--- src/rtl/ising_phase_reader_if.sv ---
// Read-strobe bus between software and the oscillator phase reader.
// Master issues rready/rd_addr; slave returns rdata/rvalid one cycle later.
interface ising_phase_reader_if;
  logic        rready;
  logic [31:0] rd_addr;
  logic [31:0] rdata;
  logic        rvalid;

  modport master (output rready, output rd_addr, input rdata, input rvalid);
  modport slave  (input rready, input rd_addr, output rdata, output rvalid);
endinterface

--- src/rtl/ising_phase_reader.sv ---
// Oscillator phase readout: synchronizes N oscillators, counts disagreements with
// oscillator 0 over a fixed window, and exposes status/counts/spins through a 1-cycle read port.
module ising_phase_reader #(
  parameter int          N             = 3,
  parameter int          SETTLE_CYCLES = 64,
  parameter int          COUNT_CYCLES  = 1024,
  parameter logic [31:0] ADDR_BASE     = 32'h0000_2000
) (
  input  logic                   clk,
  input  logic                   axi_rstn,
  input  logic [N-1:0]           osc_in,
  input  logic                   start,
  ising_phase_reader_if.slave    rd,
  output logic                   busy,
  output logic                   done
);

  localparam int CW   = $clog2(COUNT_CYCLES + 1);
  localparam int TMAX = (SETTLE_CYCLES > COUNT_CYCLES) ? SETTLE_CYCLES : COUNT_CYCLES;
  localparam int TW   = (TMAX > 1) ? $clog2(TMAX) : 1;

  typedef enum logic [1:0] {IDLE, SETTLE, COUNT, DONE} state_t;

  state_t          state_q, state_d;
  logic [TW-1:0]   tcnt_q, tcnt_d;
  logic [N-1:0]    meta_q, osc_s_q, mm, spin;
  logic [CW-1:0]   cnt_q [N];
  logic [CW-1:0]   cnt_d [N];
  logic            clr_cnt, cnt_en, busy_d, done_d, busy_q, done_q;
  logic [31:0]     off, rdata_d, rdata_q;
  logic [29:0]     k;
  logic            rvalid_q;

  always_ff @(posedge clk or negedge axi_rstn) begin
    if (!axi_rstn) begin
      meta_q  <= '0;
      osc_s_q <= '0;
    end else begin
      meta_q  <= osc_in;
      osc_s_q <= meta_q;
    end
  end

  assign mm = osc_s_q ^ {N{osc_s_q[0]}};

  always_ff @(posedge clk or negedge axi_rstn) begin
    if (!axi_rstn) begin
      state_q <= IDLE;
      tcnt_q  <= '0;
    end else begin
      state_q <= state_d;
      tcnt_q  <= tcnt_d;
    end
  end

  always_comb begin
    state_d = state_q;
    tcnt_d  = tcnt_q;
    case (state_q)
      IDLE, DONE: begin
        if (start) begin
          state_d = SETTLE;
          tcnt_d  = '0;
        end
      end
      SETTLE: begin
        if (tcnt_q == TW'(SETTLE_CYCLES - 1)) begin
          state_d = COUNT;
          tcnt_d  = '0;
        end else begin
          tcnt_d = tcnt_q + TW'(1);
        end
      end
      COUNT: begin
        if (tcnt_q == TW'(COUNT_CYCLES - 1)) begin
          state_d = DONE;
          tcnt_d  = '0;
        end else begin
          tcnt_d = tcnt_q + TW'(1);
        end
      end
      default: state_d = IDLE;
    endcase
  end

  // busy/done decode the next state so they line up with the state register itself
  always_comb begin
    clr_cnt = start && ((state_q == IDLE) || (state_q == DONE));
    cnt_en  = (state_q == COUNT);
    busy_d  = (state_d == SETTLE) || (state_d == COUNT);
    done_d  = (state_d == DONE);
  end

  always_ff @(posedge clk or negedge axi_rstn) begin
    if (!axi_rstn) begin
      busy_q <= 1'b0;
      done_q <= 1'b0;
    end else begin
      busy_q <= busy_d;
      done_q <= done_d;
    end
  end

  assign busy = busy_q;
  assign done = done_q;

  always_comb begin
    for (int i = 0; i < N; i++) begin
      cnt_d[i] = cnt_q[i];
      if (clr_cnt)
        cnt_d[i] = '0;
      else if (cnt_en && mm[i])
        cnt_d[i] = cnt_q[i] + CW'(1);
    end
  end

  always_ff @(posedge clk or negedge axi_rstn) begin
    if (!axi_rstn) begin
      for (int i = 0; i < N; i++) cnt_q[i] <= '0;
    end else begin
      for (int i = 0; i < N; i++) cnt_q[i] <= cnt_d[i];
    end
  end

  always_comb begin
    spin = '0;
    for (int i = 1; i < N; i++)
      spin[i] = (cnt_q[i] > CW'(COUNT_CYCLES / 2));
  end

  // Reads sample the registered counts, so a same-cycle increment or clear is not visible yet
  always_comb begin
    off     = rd.rd_addr - ADDR_BASE;
    k       = off[31:2];
    rdata_d = '0;
    if ((rd.rd_addr >= ADDR_BASE) && (off[1:0] == 2'b00)) begin
      if (k == 30'd0)
        rdata_d = {30'b0, done_q, busy_q};
      else if (k == 30'(N + 1))
        rdata_d = 32'(spin);
      for (int i = 0; i < N; i++)
        if (k == 30'(i + 1))
          rdata_d = 32'(cnt_q[i]);
    end
  end

  always_ff @(posedge clk or negedge axi_rstn) begin
    if (!axi_rstn) begin
      rdata_q  <= '0;
      rvalid_q <= 1'b0;
    end else begin
      rvalid_q <= rd.rready;
      if (rd.rready)
        rdata_q <= rdata_d;
    end
  end

  assign rd.rdata  = rdata_q;
  assign rd.rvalid = rvalid_q;

endmodule

--- src/flat_wrapper.sv ---
// flat-port wrapper written by rule: the top's interface ports become plain ports
module ising_phase_reader_flat 
#(
  parameter int          N             = 3,
  parameter int          SETTLE_CYCLES = 64,
  parameter int          COUNT_CYCLES  = 1024,
  parameter logic [31:0] ADDR_BASE     = 32'h0000_2000
)
  (clk, axi_rstn, osc_in, start, busy, done, rd_rready, rd_rd_addr, rd_rdata, rd_rvalid);
  ising_phase_reader_if rd_i ();
  input  logic clk;
  input  logic axi_rstn;
  input  logic [N-1:0] osc_in;
  input  logic start;
  output logic busy;
  output logic done;
  input wire logic [$bits(rd_i.rready)-1:0] rd_rready;
  input wire logic [$bits(rd_i.rd_addr)-1:0] rd_rd_addr;
  output wire logic [$bits(rd_i.rdata)-1:0] rd_rdata;
  output wire logic [$bits(rd_i.rvalid)-1:0] rd_rvalid;
  assign rd_i.rready = rd_rready;
  assign rd_i.rd_addr = rd_rd_addr;
  assign rd_rdata = rd_i.rdata;
  assign rd_rvalid = rd_i.rvalid;
  ising_phase_reader #(.N(N), .SETTLE_CYCLES(SETTLE_CYCLES), .COUNT_CYCLES(COUNT_CYCLES), .ADDR_BASE(ADDR_BASE)) u_core (.clk(clk), .axi_rstn(axi_rstn), .osc_in(osc_in), .start(start), .rd(rd_i), .busy(busy), .done(done));
endmodule
--- config.mk ---
export PLATFORM = sky130hd
export DESIGN_NAME = ising_phase_reader_flat
export DESIGN_NICKNAME = d
export VERILOG_FILES = /design/src/rtl/ising_phase_reader_if.sv /design/src/rtl/ising_phase_reader.sv /design/src/flat_wrapper.sv
export SDC_FILE = /design/constraint.sdc
export NUM_CORES = 1
export LEC_CHECK = 0
export ABC_AREA = 0
export ABC_CLOCK_PERIOD_IN_PS = 3000
export CAP_MARGIN = 20
export CORE_MARGIN = 2
export CORE_UTILIZATION = 40
export DETAILED_ROUTE_END_ITERATION = 10
export PLACE_DENSITY = 0.63
export SLEW_MARGIN = 20
export SYNTH_ARGS = -nofsm -noshare
export SYNTH_HDL_FRONTEND = slang
export SYNTH_SLANG_ARGS = --single-unit
export TNS_END_PERCENT = 20
--- constraint.sdc ---
create_clock -name clk -period 3 [get_ports clk]
set_clock_uncertainty 0.1 [all_clocks]
set_input_delay 0.45 -clock clk [delete_from_list [all_inputs] [get_ports clk]]
set_output_delay 0.45 -clock clk [all_outputs]
set_load 0.02 [all_outputs]
# Word level (Yosys, flattened, before mapping)

Index checks and enable logic that the tools add are counted.

$add $sub $neg: 5
Multiply operators: 0
Div/mod/pow operators: 0
$lt $le $gt $ge: 3
Eq/ne operators: 13
Shift operators: 0
Multiplexer cells: 20
Bitwise gates (word level): 1
Reductions and logical operators: 14

Operator list:

| cell                                                                 | number |
|---|---|
| 2-to-1 mux 32 bit                                                    | 5 |
| 2-to-1 mux 11 bit                                                    | 6 |
| == test 30 x 2 -> 1 bit (second input constant)                      | 2 |
| adder 11 x 1 -> 11 bit (second input constant)                       | 3 |
| greater-or-equal comparator 32 x 14 -> 1 bit (second input constant) | 1 |
| subtractor 32 x 14 -> 32 bit (second input constant)                 | 1 |
| == test 30 x 1 -> 1 bit (second input constant)                      | 1 |
| == test 30 x 3 -> 1 bit (second input constant)                      | 1 |
| zero test 30 bit                                                     | 1 |
| 2-to-1 mux 10 bit                                                    | 3 |
| one-hot mux 10 bit (3 select lines)                                  | 1 |
| greater-than comparator 11 x 10 -> 1 bit (second input constant)     | 2 |
| adder 10 x 1 -> 10 bit (second input constant)                       | 1 |
| == test 10 bit (second input constant)                               | 1 |
| == test 10 x 6 -> 1 bit (second input constant)                      | 1 |
| == test 2 bit (second input constant)                                | 4 |
| 2-to-1 mux 2 bit                                                     | 3 |
| one-hot mux 2 bit (3 select lines)                                   | 1 |
| nonzero test 2 bit                                                   | 3 |
| logical AND 1 bit                                                    | 5 |
| == test 2 x 1 -> 1 bit (second input constant)                       | 2 |
| zero test 2 bit                                                      | 2 |
| 2-to-1 mux 3 bit                                                     | 1 |
| bitwise XOR 3 bit                                                    | 1 |
| 3 further kinds                                                      | 4 |

Register bits: 86
Bits in latches: 0
Bits in writable memories: 0
ROM bits: 0
Input port bits: 39
Output and inout bits: 35
Word-level logic and storage cells: 67
Memories kept: 0

# Logic depth before layout (Yosys ltp)

Gate-level depths: netlist (run 1).

Depth in word-level cells: 8
Gate-level depth with buffers: 8
Gate-level depth less buffers: 7

# Worst setup path after synthesis (run 1)

No wires, ideal clock.

Path type: register to register
Start point: reg u_core.state_q[0]
End point: reg u_core.cnt_q[17] in the netlist's numbering
Setup time: 132 ps
Arrival time: 1857 ps
Required time: 2768 ps
Setup slack: 911 ps
Stages on the path, launching flop included: 9
Buffers on the path: 1
Clock period less this slack: 2089 ps
Path through: dfrtp_1 inv_1 ha_1 and2_0 buf_2 a21oi_1 or4b_1 xor2_1 nor2_1

Word-level cells in the longest chain between the ends: 4
Elaborated cells between the ends (all ways): 8
Those cells by class: eq/ne: 2; mux: 1; reduce/logical: 5

Ends and longest elaborated chain:

| element                                                 | RTL line                 | source |
|---|---|---|
| start, declared                                         | ising_phase_reader.sv:24 | `state_t state_q, state_d;` |
| start signal, assigned                                  | ising_phase_reader.sv:51 | `state_q <= state_d;` |
| == test 2 bit or zero test 2 bit (tied branches)        | ising_phase_reader.sv:88 | `clr_cnt = start && ((state_q == IDLE) \|\| (state_q == DONE));` |
| logical OR 1 bit                                        | ising_phase_reader.sv:88 |  |
| logical AND 1 bit                                       | ising_phase_reader.sv:88 |  |
| 2-to-1 mux 11 bit or nonzero test 2 bit (tied branches) | n/a                      |  |
| end, declared                                           | ising_phase_reader.sv:27 | `logic [CW-1:0] cnt_q [N];` |

Parallel ways exist; a longest one is shown, timed or not.
A chain may end at the register's enable or synchronous reset.

# Worst setup path in the final report (run 1)

Start point: in rd_rd_addr[13]
End point: reg u_core.rdata_q[4], in the netlist u_core.rd.rdata[4]

Word-level cells in the longest chain between the ends: 6
Elaborated cells between the ends (all ways): 10
Those cells by class: add/sub: 1; order compare: 1; eq/ne: 3; mux: 4; reduce/logical: 1

Ends and longest elaborated chain:

| element                         | RTL line                  | source |
|---|---|---|
| start, declared                 | flat_wrapper.sv:18        | `input wire logic [$bits(rd_i.rd_addr)-1:0] rd_rd_addr;` |
| subtractor 32 x 14 -> 32 bit    | ising_phase_reader.sv:133 | `off = rd.rd_addr - ADDR_BASE;` |
| == test 30 x 1 -> 1 bit         | ising_phase_reader.sv:142 | `if (k == 30'(i + 1))` |
| 2-to-1 mux 32 bit (3 in series) | ising_phase_reader.sv:142 |  |
| 2-to-1 mux 32 bit (*)           | ising_phase_reader.sv:136 | `if ((rd.rd_addr >= ADDR_BASE) && (off[1:0] == 2'b00)) begin` |
| end signal, assigned            | ising_phase_reader.sv:154 | `rdata_q <= rdata_d;` |
| end, declared                   | ising_phase_reader.sv:30  | `logic [31:0] off, rdata_d, rdata_q;` |

Every way passes the cells marked *; elsewhere a longest branch is shown, timed or not.

==> results of run 1 <==
[metrics by stage]
step	total power, mW	instances	hold WS (ns)	area, um2	setup WS, ns
floorplan	1.25	434	0.0544	3880	0.911
global placement	1.38	586	0.232	4390	0.325
detailed placement	1.38	586	0.235	4390	0.212
CTS	2.33	602	0.220	4640	0.573
global route	2.43	602	0.261	4640	0.328
finish	2.29	602	0.186	4640	0.497
[logic make-up after synthesis]
logic type | share of synthesized area
DFF | 0.427
adders and majority gates | 0.0296
buffers and inverters | 0.0887
muxes | 0.00525
and+or+nand+nor | 0.236
AOI/OAI and AO/OA | 0.153
xor gates and xnor gates | 0.0598
other | 0.000984
[power breakdown]
part | internal [mW] | switching (mW) | total [mW]
Sequential | 0.913 | 0.0321 | 0.945
Clock | 0.577 | 0.347 | 0.924
Combinational | 0.154 | 0.271 | 0.424
Total | 1.64 | 0.650 | 2.29
[state kept, by name, indices dropped and copies added (netlist names)]
| name | count |
|---|---|
| u_core.cnt_q | 33 |
| u_core.rd.rdata | 11 |
| u_core.tcnt_q | 10 |
| u_core.meta_q | 3 |
| u_core.osc_s_q | 3 |
| u_core.state_q | 2 |
| u_core.busy | 1 |
| u_core.done | 1 |
| u_core.rd.rvalid | 1 |
[per-layer routing]
| metal | GRT usage | vias to the layer above |
|---|---|---|
| met5 | 0 | - |
| met4 | 0.0499 | 0 |
| met3 | 0.0442 | 10 |
| met2 | 0.272 | 88 |
| met1 | 0.238 | 1427 |
| li1 | - | 1529 |
[worst paths after layout]
path	endpoint	slack (ns)	depth (start not counted)
worst max-delay path	u_core.rd.rdata[4]	0.50	9
worst min-delay path	u_core.cnt_q[9]	0.19	2
worst max register to register	u_core.busy	0.74	7
worst min register to register	u_core.osc_s_q[1]	0.25	0
max in group asynchronous	u_core.cnt_q[29]	2.05	2
min in group clk	u_core.osc_s_q[1]	0.25	0
[area by class of cell]
cell class,count,area [um2]
fillers,876,4600
multi-input cells,304,1920
flip-flops and latches,65,1630
repair buffers,60,576
well taps,129,161
clock buffers,10,138
clock inverters,6,114
inverters,28,105
[cell usage in the layout (no fill, tap or decap), types with 8 or more instances in the layout]
| cell | instances |
|---|---|
| sky130_fd_sc_hd__ha_1 | 9 |
| sky130_fd_sc_hd__conb_1 | 21 |
| sky130_fd_sc_hd__clkdlybuf4s50_1 | 51 |
| sky130_fd_sc_hd__nand2_1 | 28 |
| sky130_fd_sc_hd__a21oi_1 | 10 |
| sky130_fd_sc_hd__xnor2_1 | 15 |
| sky130_fd_sc_hd__o22ai_2 | 10 |
| sky130_fd_sc_hd__clkbuf_8 | 10 |
| sky130_fd_sc_hd__o21ai_0 | 27 |
| sky130_fd_sc_hd__xor2_1 | 11 |
| sky130_fd_sc_hd__and2_1 | 13 |
| sky130_fd_sc_hd__dfrtp_1 | 65 |
| sky130_fd_sc_hd__nor2_1 | 33 |
| sky130_fd_sc_hd__nor3_1 | 19 |
| sky130_fd_sc_hd__inv_1 | 27 |
| sky130_fd_sc_hd__buf_4 | 8 |
| sky130_fd_sc_hd__nand3_1 | 18 |
==> reports/results.env, run 1 <==
YOSYS-TOP-CELLS-AREA='sky130_fd_sc_hd__dfrtp_1, sky130_fd_sc_hd__buf_4, sky130_fd_sc_hd__o21ai_0'
GLOBAL_ROUTE.USAGE.TOTAL=0.174
PLACE.GP.CONGESTION=0.858
NUMBER_OF_ROWS_CREATED_AT_FLOORPLAN=35
AVGVIACOUNTPERCELL=5.07
TIGHTESTPINTRANSITION_NS=0.843
CTS_ROOT_BUFFER='sky130_fd_sc_hd__clkbuf_8'
AREAL_POWER_DENSITY_OVER_THE_CELLS_nW_PER_UM2=494
POSTCTSHOLDBUFS=0
WORSTPATHARRIVAL_NS=2.66
NUM_VIAS=3054
DRT_FIRST_PASS_ITERS=4
CTS-ROOT-TO-SINK-BUFFERS=2
SYNTH_TOP_AREA_FRAC=0.427
WORST_SKEW_PAIR.LATE_LATENCY_NS=0.34
POST_CTS.RESIZED_INSTANCES=0
IO-PIN-COUNT=74
YOSYSWARNINGS=0
MAX_FREQ_GHz=0.400
HOLD_FAILS_FINAL_RPT=0
GRT_SETUP_UNREPAIRED='no'
ANTENNA_VIOLATIONS_BEFORE_REPAIR=0
TOPROUTINGLAYERUSED='met4'
CRITPATHSLOWESTCELL='sky130_fd_sc_hd__clkdlybuf4s50_1'
FIN_NETS=516
TIMING.RR.START='u_core.tcnt_q[0]'
YS_ASYNC_SR_FRACTION=1.00
CTS_NUM_SINKS=65
DIODES=0
CP-END-KIND='register'
TOTALWIRELENGTH_UM=8280
FLOW.AREA_GROWTH_FROM_SYNTHESIS_PCT=21.8
SYNTH_ENABLE_FLOP_CELLS=0
SYNTHDOMINANTAREACELLTYPE='sky130_fd_sc_hd__dfrtp_1'
YS_FF_LATCH=65
INITIAL_UTIL=0.412
DESIGN.DIE.AREA_UM2=10300
SYNTH_FF_TYPE='sky130_fd_sc_hd__dfrtp_1'
DIE_W_UM=102
POSTCTSSETUPBUFFERS=0
CRITICAL_PATH_LAUNCH_POINT='rd_rd_addr[13]'
FINAL_UTIL=0.502
HPWL_UM=5950
CELLLEAKAGEPOWER_nW=1.91
ROUTE.LAYER.MET1.WL_UM=3940
RUN_STATUS='completed'
TIMING.FINAL.MAX_SLEW_VIOLATIONS=0
PATH_CELLS='clkdlybuf4s50_1 -> inv_1 -> ha_1 -> nor3b_1 -> a22o_1 -> a31oi_1 -> nand4b_1 -> buf_4 -> o22ai_2'
GRT.OVERFLOW.TOTAL=0
CRIT_FAMILY='buffers and inverters'
DETAILROUTE.WIRELENGTH.MET2_UM=3710
MAX_CAP_VIOLATIONS=0
MIN-DELAY-PATH-CLASS='primary input to asynchronous set/reset pin'
CTS.CLK_SLEW.WORST_PATHS_NS=0.07
VDD.IR_DROP.WORST_V=0.000412
CTS_MADE_BUFFERS=9
IO_BUFFERS=52
SYN_AVG_CELL_AREA_UM2=9.20
LAYOUT-DRIVE-GT1-SHARE=0.0909
WORST-SETUP-PATH-TYPE='primary input to register'
DRC=0
SYN-INSTANCE-COUNT=414
DISTINCT_CELLS_SYNTH=57
BUF_INV_STAGES_CRIT_PATH=3
PERIOD_NEEDED_NS=2.50
CRITPATHMAXFANOUT=10
FLOORPLAN.CORE_AREA_UM2=9240
CRIT_PATH_START_KIND='primary input'
ANT_NETS=0
TIMING.MAX_SLEW.REL_SLACK=0.438
CRITICAL-PATH-MAX-STAGE-DELAY_NS=0.49
WL_MET3_UM=549
GRT_START_MAX_NET_PINS=66
GRT_FIRST_PASS_WIRELENGTH_UM=14300
ROUTE.DETAILED.WL_PER_INST_UM=13.8
DRT_ITER0_MARKERS=118
CTS_MAX_LEVEL=3
POST-ROUTE-PERIOD-UTIL=0.834
HEIGHT_OF_THE_CHIP_UM=102
SETUP-TNS-FINAL_NS=0
CELL_TYPES_WITH_THE_HIGHEST_COUNTS_AFTER_SYNTHESIS='sky130_fd_sc_hd__dfrtp_1, sky130_fd_sc_hd__nor2_1, sky130_fd_sc_hd__nand2_1'
CTS_TREE='built'
SYNTH-SEQ-AREA-SHARE=0.427
SYNTHMOSTINSTANTIATEDCELL='sky130_fd_sc_hd__dfrtp_1'
FIRST_GLOBAL_VIAS=2919
SYNTH_AREA_UM2=3810
FINALSETUPVIOLCOUNT=0
TIMING.CRITICAL_PATH.REQUIRED_NS=3.16
(Power assumes the default switching activity.)
==> inputs of run 2 (changes only) <==
--- a/config.mk
+++ b/config.mk
@@ -6,7 +6,7 @@
 export NUM_CORES = 1
 export LEC_CHECK = 0
 export ABC_AREA = 0
-export ABC_CLOCK_PERIOD_IN_PS = 3000
+export ABC_CLOCK_PERIOD_IN_PS = 2500
 export CAP_MARGIN = 20
 export CORE_MARGIN = 2
 export CORE_UTILIZATION = 40
==> constraint.sdc (replaced) <==
create_clock -name clk -period 2.5 [get_ports clk]
set_clock_uncertainty 0.1 [all_clocks]
set_input_delay 0.375 -clock clk [delete_from_list [all_inputs] [get_ports clk]]
set_output_delay 0.375 -clock clk [all_outputs]
set_load 0.02 [all_outputs]
==> run 2 against run 1 <==
Compared with the run above: final area grew 1.1%; highest routed layer unchanged; flip-flop and latch count is the same; via count grew 2.9%; non-clock buffer count grew 14; cell count grew 2.3%; largest power group unchanged; register-to-register slack lost 0.50 ns.
==> reports/results.env, run 2 (synthesized netlist as in run 1, its figures left out) <==
RUN_STATUS='completed'
FIRST_GLOBAL_VIAS=3143  # +7.7%
DRT_ITER0_MARKERS=207  # +75%
ANT_NETS=0  # unchanged
TIMING.CRITICAL_PATH.REQUIRED_NS=2.67  # -0.49 ns
WORSTPATHARRIVAL_NS=2.47  # -0.19 ns
TIMING.MAX_SLEW.REL_SLACK=0.668  # +0.230
LARGEST_REGISTER_FFS=33  # unchanged
POST-ROUTE-PERIOD-UTIL=0.921
VDD.IR_DROP.WORST_V=0.000358  # -13%
GLOBAL_ROUTE.USAGE.TOTAL=0.180  # +0.00638
ROUTE.DETAILED.WL_PER_INST_UM=14.0  # +1.7%
LAYOUT-DRIVE-GT1-SHARE=0.115  # +0.0241
MAX_FREQ_GHz=0.434
IO_BUFFERS=52  # unchanged
FLOORPLAN.CORE_AREA_UM2=9240  # unchanged
TOTAL_POWER_mW=2.52  # +9.9%
CP-END-KIND='register'
CTS_MAX_LEVEL=3  # unchanged
FINALSETUPVIOLCOUNT=0  # unchanged
TOTALWIRELENGTH_UM=8620  # +4.1%
AREAL_POWER_DENSITY_OVER_THE_CELLS_nW_PER_UM2=538  # +8.7%
COMMONEST_NON_FILL_NON_TAP_CELL_IN_THE_LAYOUT='sky130_fd_sc_hd__dfrtp_1'
CTS_MADE_BUFFERS=9  # unchanged
FLOW.AREA_GROWTH_FROM_SYNTHESIS_PCT=23.2
MAX_CAP_VIOLATIONS=0  # unchanged
DIODES=0  # unchanged
CTS_TREE='built'
CELLLEAKAGEPOWER_nW=1.95  # +2.1%
GRT_SETUP_UNREPAIRED='no'
POSTCTSSETUPBUFFERS=0  # unchanged
FIN_WS_NS=0.198  # -0.299 ns
HPWL_UM=6270  # +5.5%
WORST-SETUP-PATH-TYPE='primary input to register'
PERIOD_NEEDED_NS=2.30
CTS.CLK_SLEW.WORST_PATHS_NS=0.08  # about the same
MIN-DELAY-PATH-CLASS='register to register'
CTS_ROOT_BUFFER='sky130_fd_sc_hd__clkbuf_8'
INITIAL_UTIL=0.412  # unchanged
GRT.OVERFLOW.TOTAL=0  # unchanged
FIN_NETS=530  # +2.7%
NUM_VIAS=3142  # +2.9%
POST_CTS.RESIZED_INSTANCES=0  # unchanged
AVGVIACOUNTPERCELL=5.10  # +0.54%
CTS_NUM_SINKS=65  # unchanged
ANTENNA_VIOLATIONS_BEFORE_REPAIR=0  # unchanged
CRIT_PATH_START_KIND='primary input'
TIMING.FINAL.MAX_SLEW_VIOLATIONS=0  # unchanged
HEIGHT_OF_THE_CHIP_UM=102  # unchanged
GRT_START_MAX_NET_PINS=66  # unchanged
DIE_W_UM=102  # unchanged
TIGHTESTPINTRANSITION_NS=0.496  # -0.347 ns
HOLD_FAILS_FINAL_RPT=0  # unchanged
WORST_SKEW_PAIR.LATE_LATENCY_NS=0.35  # about the same
PLACE.GP.CONGESTION=0.882  # +2.8%
DESIGN.DIE.AREA_UM2=10300  # unchanged
NUMBER_OF_ROWS_CREATED_AT_FLOORPLAN=35  # unchanged
GRT_FIRST_PASS_WIRELENGTH_UM=14800  # +3.7%
DRC=0  # unchanged
POSTCTSHOLDBUFS=1  # +1
LARGEST-REGISTER='u_core.cnt_q'
IO-PIN-COUNT=74  # unchanged
CRITPATHMAXFANOUT=10  # unchanged
CTS-ROOT-TO-SINK-BUFFERS=2  # unchanged
MOST-COMMON-LAYOUT-CELLS='sky130_fd_sc_hd__dfrtp_1, sky130_fd_sc_hd__clkdlybuf4s50_1, sky130_fd_sc_hd__nor2_1'
PLACE_WORST_SETUP_SLACK_NS=-0.153  # -0.365 ns
DRT_FIRST_PASS_ITERS=4  # unchanged
run 2: cell types whose count changed in the layout (fill, tap and decap cells not counted), sizes merged:
cell / change
buf: +13
inv: +4
bufinv: -3
clkbuf: -1
dlygate4sd3: +1
run 2: final cells by class:
type,instances,area (um2)
tap,129,161
inverter,28,105
timing repair buffer,74,696
clock inverter,7,58.8
fill,851,4550
multi-input combinational,304,1920
sequential,65,1630
clock buffer,9,124
run 2: worst paths after layout:
| check | cells after the start | endpoint | slack (ns) | start |
|---|---|---|---|---|
| min | 0 | u_core.osc_s_q[2] | 0.25 | u_core.meta_q[2] |
| max | 9 | u_core.rd.rdata[10] | 0.20 | rd_rd_addr[14] |
| max reg2reg | 6 | u_core.busy | 0.24 | u_core.tcnt_q[7] |
| max in group asynchronous | 3 | u_core.cnt_q[17] | 1.51 | axi_rstn |
| min reg2reg | 0 | u_core.osc_s_q[2] | 0.25 | u_core.meta_q[2] |
| min in group asynchronous | 3 | u_core.cnt_q[10] | 0.52 | axi_rstn |
run 2: metal layers:
layer	global-route usage	wire length, um	vias up
met4	0.0499	122	0
met3	0.0518	477	10
li1	-	-	1555
met1	0.235	4070	1498
met5	0	0	-
met2	0.292	3950	79
run 2: power breakdown:
group	switching, mW	total, mW	internal (mW)
clock network	0.472	0.849	0.377
logic	0.328	0.537	0.209
registers	0.0411	1.14	1.10
run 2: stage by stage:
step / hold WS, ns / setup TNS (ns) / area [um2] / cells / util
after global routing: 0.266 / 0 / 4690 / 616 / 0.508
after CTS: 0.255 / 0 / 4690 / 616 / 0.508
after detailed placement: 0.235 / -1.48 / 4500 / 599 / 0.487
final: 0.252 / 0 / 4690 / 616 / 0.508
after global placement: 0.233 / -0.326 / 4500 / 599 / 0.487
after floorplan: -0.0206 / 0 / 3880 / 434 / -
run 2: worst max-delay path: stages:
cell and delay [ns]:
sky130_fd_sc_hd__clkdlybuf4s50_1 0.46, sky130_fd_sc_hd__inv_1 0.08, sky130_fd_sc_hd__ha_1 0.25, sky130_fd_sc_hd__nor3b_1 0.44
sky130_fd_sc_hd__a22o_1 0.22, sky130_fd_sc_hd__a31oi_1 0.08, sky130_fd_sc_hd__nand4b_1 0.21, sky130_fd_sc_hd__buf_4 0.23
sky130_fd_sc_hd__o22ai_2 0.12
==> inputs of run 3 (changes only) <==
--- a/config.mk
+++ b/config.mk
@@ -6,7 +6,7 @@
 export NUM_CORES = 1
 export LEC_CHECK = 0
 export ABC_AREA = 0
-export ABC_CLOCK_PERIOD_IN_PS = 2500
+export ABC_CLOCK_PERIOD_IN_PS = 2900
 export CAP_MARGIN = 20
 export CORE_MARGIN = 2
 export CORE_UTILIZATION = 40
==> constraint.sdc (replaced) <==
create_clock -name clk -period 2.9 [get_ports clk]
set_clock_uncertainty 0.1 [all_clocks]
set_input_delay 0.435 -clock clk [delete_from_list [all_inputs] [get_ports clk]]
set_output_delay 0.435 -clock clk [all_outputs]
set_load 0.02 [all_outputs]
==> run 3 against run 2 <==
Compared with the run above: routed wire length fell by 3.2%; combinational power fell by 18%; worst setup slack improved by 0.26 ns; flip-flop and latch count did not move; first-iteration DRC count fell by 28%; critical path type unchanged; highest routed layer unchanged.
==> reports/results.env, run 3 (synthesized netlist as in run 1, its figures left out) <==
RUN_STATUS='completed'
CP-END-KIND='register'
WORST-SETUP-PATH-TYPE='primary input to register'
FINAL.FILL_COUNT=868  # +2.0%
HOLD_FAILS_FINAL_RPT=0  # unchanged
DIODES=0  # unchanged
POST_CTS.RESIZED_INSTANCES=0  # unchanged
LARGEST_REGISTER_FFS=33  # unchanged
GRT_FIRST_PASS_WIRELENGTH_UM=14000  # -5.3%
TIMING.RR.START='u_core.tcnt_q[0]'
SETUP-TNS-FINAL_NS=0  # unchanged
PERIOD_NEEDED_NS=2.44
CELLLEAKAGEPOWER_nW=1.88  # -3.3%
TIMING.CRITICAL_PATH.REQUIRED_NS=3.05  # +0.38 ns
POST_DP_CELL_AREA_UM2=4390  # -2.4%
CTS_MAX_LEVEL=3  # unchanged
MAX_CAP_VIOLATIONS=0  # unchanged
ROUTE.DETAILED.WL_PER_INST_UM=13.9  # -0.91%
POSTCTSHOLDBUFS=0  # -1
DIE_W_UM=102  # unchanged
PLACE.GP.CONGESTION=0.860  # -2.5%
MIN-DELAY-PATH-CLASS='primary input to asynchronous set/reset pin'
FINAL_UTIL=0.496  # -0.0115
GLOBAL_ROUTE.USAGE.TOTAL=0.170  # -0.00952
LAYOUT-DRIVE-GT1-SHARE=0.0888  # -0.0262
P_CLK_FRAC=0.354  # +0.017
USE_MET3=0.0338  # -0.0179
TIGHTESTPINTRANSITION_NS=0.836  # +0.340 ns
LARGEST-REGISTER='u_core.cnt_q'
SEQ_POWER_SHARE=0.446  # -0.004
TIMING.MAX_SLEW.REL_SLACK=0.443  # -0.226
DRT_FIRST_PASS_ITERS=5  # +1
DESIGN.DIE.AREA_UM2=10300  # unchanged
R2R.WORST_PATH.CELLS=7  # +1
CRITICAL_PATH_LAUNCH_POINT='rd_rd_addr[13]'
TOTALWIRELENGTH_UM=8350  # -3.2%
GRT_START_MAX_NET_PINS=66  # unchanged
POSTCTSSETUPBUFFERS=0  # unchanged
INITIAL_UTIL=0.412  # unchanged
NUM_VIAS=3049  # -3.0%
AREAL_POWER_DENSITY_OVER_THE_CELLS_nW_PER_UM2=478  # -11%
POWER_REPORT.INTERNAL_TOTAL_mW=1.52  # -9.5%
GRT.OVERFLOW.TOTAL=0  # unchanged
COMMONEST_NON_FILL_NON_TAP_CELL_IN_THE_LAYOUT='sky130_fd_sc_hd__dfrtp_1'
FIN_CELLS=602  # -2.3%
CRITPATHMAXFANOUT=10  # unchanged
NETSWITCHINGFRACTION=0.306  # -0.0281
GLOBAL_ROUTE.USAGE.MET1=0.238  # +0.00257
GLOBALROUTE.BUSIESTLAYER='met2'
PLACED_CELLS=586  # -2.2%
MOST-COMMON-LAYOUT-CELLS='sky130_fd_sc_hd__dfrtp_1, sky130_fd_sc_hd__clkdlybuf4s50_1, sky130_fd_sc_hd__nor2_1'
POST-ROUTE-CELL-AREA_UM2=4590  # -2.3%
USE_MET2=0.261  # -0.0309
MAX_FREQ_GHz=0.410
CTS_MADE_BUFFERS=9  # unchanged
CTS-ROOT-TO-SINK-BUFFERS=2  # unchanged
WORSTPATHARRIVAL_NS=2.59  # +0.12 ns
VDD.IR_DROP.WORST_V=0.000397  # +11%
FLOW.AREA_GROWTH_FROM_SYNTHESIS_PCT=20.4
HOLD_WS_NS=0.188  # -0.0644 ns
ANTENNA_VIOLATIONS_BEFORE_REPAIR=0  # unchanged
TOTAL_POWER_mW=2.19  # -13%
CTS_TREE='built'
FIRST_GLOBAL_VIAS=2923  # -7.0%
CTS.CLK_SLEW.WORST_PATHS_NS=0.07  # about the same
GRT_SETUP_UNREPAIRED='no'
COMB_POWER_SHARE=0.200  # -0.013
IO-PIN-COUNT=74  # unchanged
ANT_NETS=0  # unchanged
DRC=0  # unchanged
TIMING.FINAL.MAX_SLEW_VIOLATIONS=0  # unchanged
WORST_SKEW_PAIR.LATE_LATENCY_NS=0.33  # -0.02 ns
FIN_NETS=516  # -2.6%
FINALSETUPVIOLCOUNT=0  # unchanged
CTS_NUM_SINKS=65  # unchanged
POST-ROUTE-PERIOD-UTIL=0.841
NUMBER_OF_ROWS_CREATED_AT_FLOORPLAN=35  # unchanged
DRT_ITER0_MARKERS=150  # -28%
FIN_WS_NS=0.461  # +0.263 ns
CRIT_PATH_START_KIND='primary input'
HPWL_UM=5950  # -5.1%
HEIGHT_OF_THE_CHIP_UM=102  # unchanged
POWER_SWITCHING_mW=0.669  # -20%
CTS_ROOT_BUFFER='sky130_fd_sc_hd__clkbuf_8'
FLOORPLAN.CORE_AREA_UM2=9240  # unchanged
PLACE_WORST_SETUP_SLACK_NS=0.151  # +0.304 ns
AVGVIACOUNTPERCELL=5.06  # -0.70%
IO_BUFFERS=52  # unchanged
==> run 3: layout make-up <==
class                   instances  area, um2  area share
well taps                     129        161      0.0352
flip-flops and latches         65       1630       0.355
clock inverters                 5       55.1      0.0120
multi-input cells             304       1920       0.419
inverters                      28        105      0.0229
repair buffers                 60        576       0.126
clock buffers                  11        141      0.0308
==> run 3: power by group through the flow <==
stage | Combinational (mW) | Sequential [mW] | Clock, mW
2_1_floorplan | 0.297 | 0.998 | 0
3_3_place_gp | 0.430 | 0.995 | 0
3_5_place_dp | 0.437 | 0.994 | 0
4_1_cts | 0.438 | 0.977 | 0.792
5_1_grt | 0.497 | 0.984 | 0.825
6_report | 0.438 | 0.977 | 0.775
==> run 3: worst max-delay path, cell delays in order <==
cell and delay [ns]:
sky130_fd_sc_hd__clkdlybuf4s50_1 0.48, sky130_fd_sc_hd__inv_1 0.09, sky130_fd_sc_hd__ha_1 0.25, sky130_fd_sc_hd__nor3b_1 0.45, sky130_fd_sc_hd__a22o_1 0.24, sky130_fd_sc_hd__a31oi_1 0.08, sky130_fd_sc_hd__nand4b_1 0.23, sky130_fd_sc_hd__buf_4 0.22
sky130_fd_sc_hd__o22ai_2 0.12
==> run 3: final timing paths <==
| check | slack (ns) | endpoint |
|---|---|---|
| setup reg to reg | 0.65 | u_core.busy |
| hold reg to reg | 0.25 | u_core.osc_s_q[2] |
| max in group asynchronous | 1.97 | u_core.cnt_q[5] |
| setup / recovery | 0.46 | u_core.rd.rdata[6] |
| hold / removal | 0.19 | u_core.cnt_q[10] |
| min in group clk | 0.25 | u_core.osc_s_q[2] |
==> run 3: metal layers <==
metal  share of wire  vias to the layer above
met5               0                        -
met1            0.51                     1426
li1                -                     1525
met3           0.044                       18
met2            0.42                       80
met4           0.022                        0
